<file path="src/rtl/sort_pkg.sv">
// Shared definitions for the sort loader: operand geometry and loader state encoding.
package sort_pkg;
  localparam int OP_W  = 4;
  localparam int OP_N  = 4;
  localparam int IDX_W = $clog2(OP_N);

  typedef enum logic [1:0] {
    LOAD = 2'd0,
    FULL = 2'd1,
    GO   = 2'd2
  } loader_state_t;
endpackage

</file>
<file path="src/rtl/btn_debounce.sv">
// Push-button conditioning: 2-flop synchroniser, optional debounce, rising-edge press pulse.
// Debounce is built only when SORT_LOADER_DEBOUNCE_EN is defined.
module btn_debounce #(
  parameter int DB_CYCLES = 16
) (
  input  logic clk,
  input  logic rst,
  input  logic btn,
  output logic press
);
  logic [1:0] sync;
  logic [1:0] vld;
  logic       armed;
  logic       level;
  logic       prev;

  // DB_CYCLES below 2 is not a supported configuration.
  if (DB_CYCLES < 2) begin : g_db_cycles_too_small
  end

`ifdef SORT_LOADER_DEBOUNCE_EN
  localparam int CW = $clog2(DB_CYCLES);
  logic [CW-1:0] cnt;
  logic          db_level;

  always_ff @(posedge clk or posedge rst) begin
    if (rst) begin
      cnt      <= '0;
      db_level <= 1'b0;
    end else if (!vld[1] || (sync[1] == db_level)) begin
      cnt <= '0;
    end else if (cnt == CW'(DB_CYCLES - 1)) begin
      db_level <= sync[1];
      cnt      <= '0;
    end else begin
      cnt <= cnt + 1'b1;
    end
  end

  assign level = db_level;
`else
  assign level = sync[1];
`endif

  // vld marks when sync[1] holds a real btn sample rather than reset zeros; a press
  // is only honoured after a genuine low, so a button held through reset is ignored.
  always_ff @(posedge clk or posedge rst) begin
    if (rst) begin
      sync  <= '0;
      vld   <= '0;
      armed <= 1'b0;
      prev  <= 1'b0;
    end else begin
      sync <= {sync[0], btn};
      vld  <= {vld[0], 1'b1};
      prev <= level;
      if (vld[1] && !sync[1]) armed <= 1'b1;
    end
  end

  assign press = armed & level & ~prev;
endmodule

</file>
<file path="src/rtl/sort_loader.sv">
// Operand loader for the sorter: one button press per operand, a final press launches the sort.
// Optional button debounce is enabled with SORT_LOADER_DEBOUNCE_EN.
module sort_loader
  import sort_pkg::*;
#(
  parameter int DB_CYCLES = 16
) (
  input  logic            clk,
  input  logic            rst,
  input  logic [OP_W-1:0] sw,
  input  logic            btn,
  output logic [OP_W-1:0] x0,
  output logic [OP_W-1:0] x1,
  output logic [OP_W-1:0] x2,
  output logic [OP_W-1:0] x3,
  output logic [1:0]      idx,
  output logic            full,
  output logic            start,
  output logic [1:0]      dbg_state
);
  logic            press;
  loader_state_t   state, state_nxt;
  logic            wr_en;
  logic [OP_W-1:0] x_q [OP_N];

  btn_debounce #(.DB_CYCLES(DB_CYCLES)) u_btn (
    .clk   (clk),
    .rst   (rst),
    .btn   (btn),
    .press (press)
  );

  always_comb begin
    state_nxt = state;
    wr_en     = 1'b0;
    case (state)
      LOAD: begin
        if (press) begin
          wr_en = 1'b1;
          if (idx == IDX_W'(OP_N - 1)) state_nxt = FULL;
        end
      end
      FULL:    if (press) state_nxt = GO;
      GO:      state_nxt = LOAD;  // a press landing here is dropped
      default: state_nxt = LOAD;
    endcase
  end

  // full/start are registered from the next state so they align with the state register.
  always_ff @(posedge clk or posedge rst) begin
    if (rst) begin
      state <= LOAD;
      idx   <= '0;
      full  <= 1'b0;
      start <= 1'b0;
      for (int i = 0; i < OP_N; i++) x_q[i] <= '0;
    end else begin
      state <= state_nxt;
      full  <= (state_nxt == FULL);
      start <= (state_nxt == GO);
      if (wr_en) begin
        x_q[idx] <= sw;
        idx      <= idx + 1'b1;
      end
    end
  end

  assign x0        = x_q[0];
  assign x1        = x_q[1];
  assign x2        = x_q[2];
  assign x3        = x_q[3];
  assign dbg_state = state;
endmodule

</file>
<file path="config.mk">
export PLATFORM = sky130hd
export DESIGN_NAME = sort_loader
export DESIGN_NICKNAME = d
export VERILOG_FILES = /design/src/rtl/sort_pkg.sv /design/src/rtl/btn_debounce.sv /design/src/rtl/sort_loader.sv
export SDC_FILE = /design/constraint.sdc
export NUM_CORES = 1
export LEC_CHECK = 0
export CORE_ASPECT_RATIO = 1.2
export CORE_UTILIZATION = 30
export DETAILED_ROUTE_END_ITERATION = 10
export GPL_TIMING_DRIVEN = 0
export PLACE_DENSITY = 0.66
export SLEW_MARGIN = 15
export SYNTH_ARGS = -nofsm -noshare
export SYNTH_HDL_FRONTEND = slang
export SYNTH_SLANG_ARGS = --single-unit
</file>
<file path="constraint.sdc">
create_clock -name clk -period 1.2 [get_ports clk]
set_input_delay 0.18 -clock clk [delete_from_list [all_inputs] [get_ports clk]]
set_output_delay 0.18 -clock clk [all_outputs]
set_load 0.005 [all_outputs]
</file>
==> results of run 1 <==
[registers in the layout (all words and copies together), names as in the netlist]
signal and count:
x0 4, x1 4, x2 4, x3 4, dbg_state 2, idx 2
u_btn.sync 2, u_btn.vld 2, full 1, start 1, u_btn.armed 1, u_btn.prev 1
[worst paths after layout]
| check | to | depth (start not counted) |
|---|---|---|
| worst max-delay path | x0[2] | 4 |
| min in group clk | u_btn.sync[0] | 1 |
| worst min-delay path | x3[2] | 2 |
| worst max register to register | x0[2] | 4 |
| max in group asynchronous | dbg_state[0] | 2 |
| worst min register to register | u_btn.vld[1] | 0 |
[critical path, stage by stage (launching register included)]
cell and delay [ps]:
dfrtp_1 430, inv_2 80, ha_1 220, nand3b_1 210
mux2_2 370
[layout make-up]
cell class | instances | share of cell area (%)
multi-input combinational | 37 | 26.2
timing repair buffer | 37 | 21.2
sequential | 28 | 45.7
clock buffer | 3 | 2.69
inverter | 4 | 1.22
tap | 37 | 3.02
[cell families (layout without fill, tap and decap cells)]
family | count (synthesis) | in the layout | synth area share [%]
AOI/OAI and AO/OA | 1 | 1 | 0.704
and+or+nand+nor | 12 | 12 | 7.50
DFF | 28 | 28 | 65.7
muxes | 18 | 18 | 18.9
other | 1 | 1 | 0.351
buffers and inverters | 4 | 44 | 1.41
adders and majority gates | 4 | 4 | 4.69
xor gates and xnor gates | 1 | 1 | 0.821
[power groups by stage]
stage	sequential, W	combinational, W	clock [W]
global route	0.00155	0.00143	0.000549
global placement	0.00151	0.00129	0
CTS	0.00150	0.00131	0.000512
floorplan	0.00153	0.000472	0
finish	0.00150	0.00131	0.000497
detailed placement	0.00153	0.00131	0
[through the flow]
step / TNS, ps / hold slack [ps]
4_1_cts: -3290 / 334
2_1_floorplan: -1720 / 211
3_5_place_dp: -11880 / 339
6_report: -2970 / 312
3_3_place_gp: -10570 / 333
5_1_grt: -4140 / 330
[Yosys cell counts, drive strengths merged, types with 2 or more instances]
master   n  area [um^2]
and2     2         15.0
dfrtp   28          701
ha       4         50.1
inv      4         15.0
mux2    17          191
nand3b   4         30.0
nor2     2         7.51
[timing repair]
| item | CTS | global route |
|---|---|---|
| gates cloned | 0 | 0 |
| setup endpoints to repair | 39 | 20 |
| pin swaps | 5 | 4 |
| setup buffers | 9 | 0 |
| resized for setup | 36 | 3 |
[routing by layer]
metal  wire (um)  vias up  part of all wire [%]  global-route usage, %
met1         905      344                    43                   15.2
met4          36        0                   1.7                   4.57
met2        1030       25                    49                   22.1
li1            -      310                     -                      -
met3         132        4                   6.3                   3.26
met5           0        -                     0                      0
==> results by stage, run 1 <==
Status:
- The run finished, with violations left.
- The checks that failed: setup timing.

Finish:
- The top cell types in the final layout, fill and taps aside, are 27 x dfrtp_1, 21 x dlygate4sd2_1, 13 x mux2_2, 8 x buf_4, 7 x clkdlybuf4s50_1.
- The most common library cell in the layout ignoring fill and taps is dfrtp_1.
- The multi-input combinational cells in the finished layout cover a total of 402 um^2.
- The antenna diode count is 0.
- The area of all sequential standard cells is 702 um^2.
- The number of nets in the layout is 122.
- The summed area of non-filler cells in the final layout is 1540 um^2.
- Cells fill 45.6% of the core in the end.
- Once layout is complete, the cells apart from fillers number 146.
- After filler insertion, the fill cell instance count of the layout stands at 299.
- The share of layout cells above drive strength 1 is 37.6%.
- The area growth from synthesis to layout is 43.8%.

Synthesis:
- Dividing the synthesized area by the synthesized cell count gives 15.5 um^2.
- Counting every net in the synthesized netlist gives 80.
- The number of flops mapped to enable cells by yosys is 0.
- The cell area after synthesis is 1070 um^2.
- The synthesis-stage register bit count is 28.
- The share of synthesized flip-flops with an asynchronous set or reset is 100%.
- The distinct cell type count after synthesis is 15.
- The share of the Yosys chip area taken by registers is 65.7%.
- The leading register cell type out of synthesis is dfrtp_1.
- The cell count after synthesis is 69.
- The count of warnings emitted by yosys is 0.

Clocking:
- The number of buffers created by CTS is 3.
- The total number of H-tree levels is 1.
- The clock sink count is 28.
- For the worst-skew pair, the clock arrives at the later sink with an insertion delay of 270 ps.
- TritonCTS built the clock tree.
- The count of hold-fix buffers inserted at cts is 0.
- Clock-pin slew was measured on the worst setup and hold paths at 90 ps.
- In this run the clock root is driven by a clkbuf_8.
- The maximum clock path buffer count is 2.

Route:
- The post-route antenna net violation count is 0.
- For this block, the via count after detailed routing is 683.
- The number of detailed-routing iterations run before antenna repair is 2.
- Using the TritonRoute via totals, the vias-per-cell ratio works out to 4.68.
- In the routed design, unresolved DRC markers number 0.
- For this block, the routed nets add up to 2100 um of wire.
- For this block, the initial DRC count from the detailed router was 14.
- The detailed-route wire length per cell is 14.4 um.

Floorplan:
- The area enclosed by the die boundary is 3800 um^2.
- The total number of placement rows is 23.
- The die span in y is 67.3 um.
- 29 I/O pins were placed.
- Once the floorplan was initialized, standard cells occupied 31.7% of the core.
- The placeable core area is 3370 um^2.
- The die is 56.5 um wide.

Flow run:
- The count of maximum capacitance violations is 0.

Timing:
- Setup violations remaining at the end of the flow were counted as 18.
- The worst pin sits at a relative slew slack of 60.5%.
- The actual slew at the worst max-slew pin is 591 ps.
- The final count of pins violating max slew is 0.
- Setup repair after global routing could not meet its margin everywhere.
- Clock skew on the completed layout was measured at 8.06 ps.
- The final number of hold-violating endpoints was 0.
- Dividing the final minimum period by the clock period gives 118%.
- The minimum period implied by the final worst setup slack is 1420 ps.
- Based on the critical path, the design can be clocked at up to 0.704 GHz.
- Across all setup checks in the final design, the least slack found is -220 ps.

GRT:
- The maximum number of pins on one net before global-route repair is 29.
- Summed over all layers, the global routing overflow is 0.
- The global-route total usage across every layer is 12.7%.
- The initial antenna violation count was 0.
- The via count of the first global-routing pass is 756.
- The wire length of the first global-routing pass is 3710 um.

Worst setup path:
- For flop-to-flop paths, the worst setup slack is -220 ps.
- The most critical setup path has its startpoint at idx[0].
- The startpoint identified for the worst register-to-register timing path is idx[0].
- STA classifies the critical path endpoint as a flop.
- The worst path arrival time is 1570 ps.
- In this run the worst path has a maximum fanout of 4.
- STA classifies the critical path startpoint as a flop.
- STA puts the critical path data required time at 1350 ps.
- The kind of critical path is reg2reg.

Place:
- The congestion estimate from routability-driven global placement came to 0.711.
- The placed instances occupy a cell area of 1390 um^2.
- The total half-perimeter wirelength after legalization and detailed placement is 1400 um.
- The cell count after placement is 134.
- Port buffering added 28 buffers.
- Prior to clock tree synthesis, the placed netlist has a worst setup slack of -288 ps.

Pwr:
- The combinational share of power is 39.6%.
- The switching power summed over all nets is 0.000953 W.
- The design draws 0.00331 W.
- The register share of total power is 45.4%.
- The power per standard cell area is 2160 nW/um^2.
- The switching power as a share of total power is 28.8%.
- In this run, the clock network consumes 15.0% of the power.
- The internal portion of total power is 0.00236 W.
- The worst IR drop on VDD is 1170 uV.
- In this run the static leakage power is 0.736 nW.

Min path:
- In this run the worst hold path is classified as in2async.
Note: power is estimated with default switching activity, not from simulation.
==> run 2, diff against run 1 <==
--- a/config.mk
+++ b/config.mk
@@ -10,7 +10,6 @@
 export DETAILED_ROUTE_END_ITERATION = 10
 export GPL_TIMING_DRIVEN = 0
 export PLACE_DENSITY = 0.66
-export SLEW_MARGIN = 15
 export SYNTH_ARGS = -nofsm -noshare
 export SYNTH_HDL_FRONTEND = slang
 export SYNTH_SLANG_ARGS = --single-unit
==> results of run 2 <==
No change in the layout: final DEF, timing and power equal those of run 1.
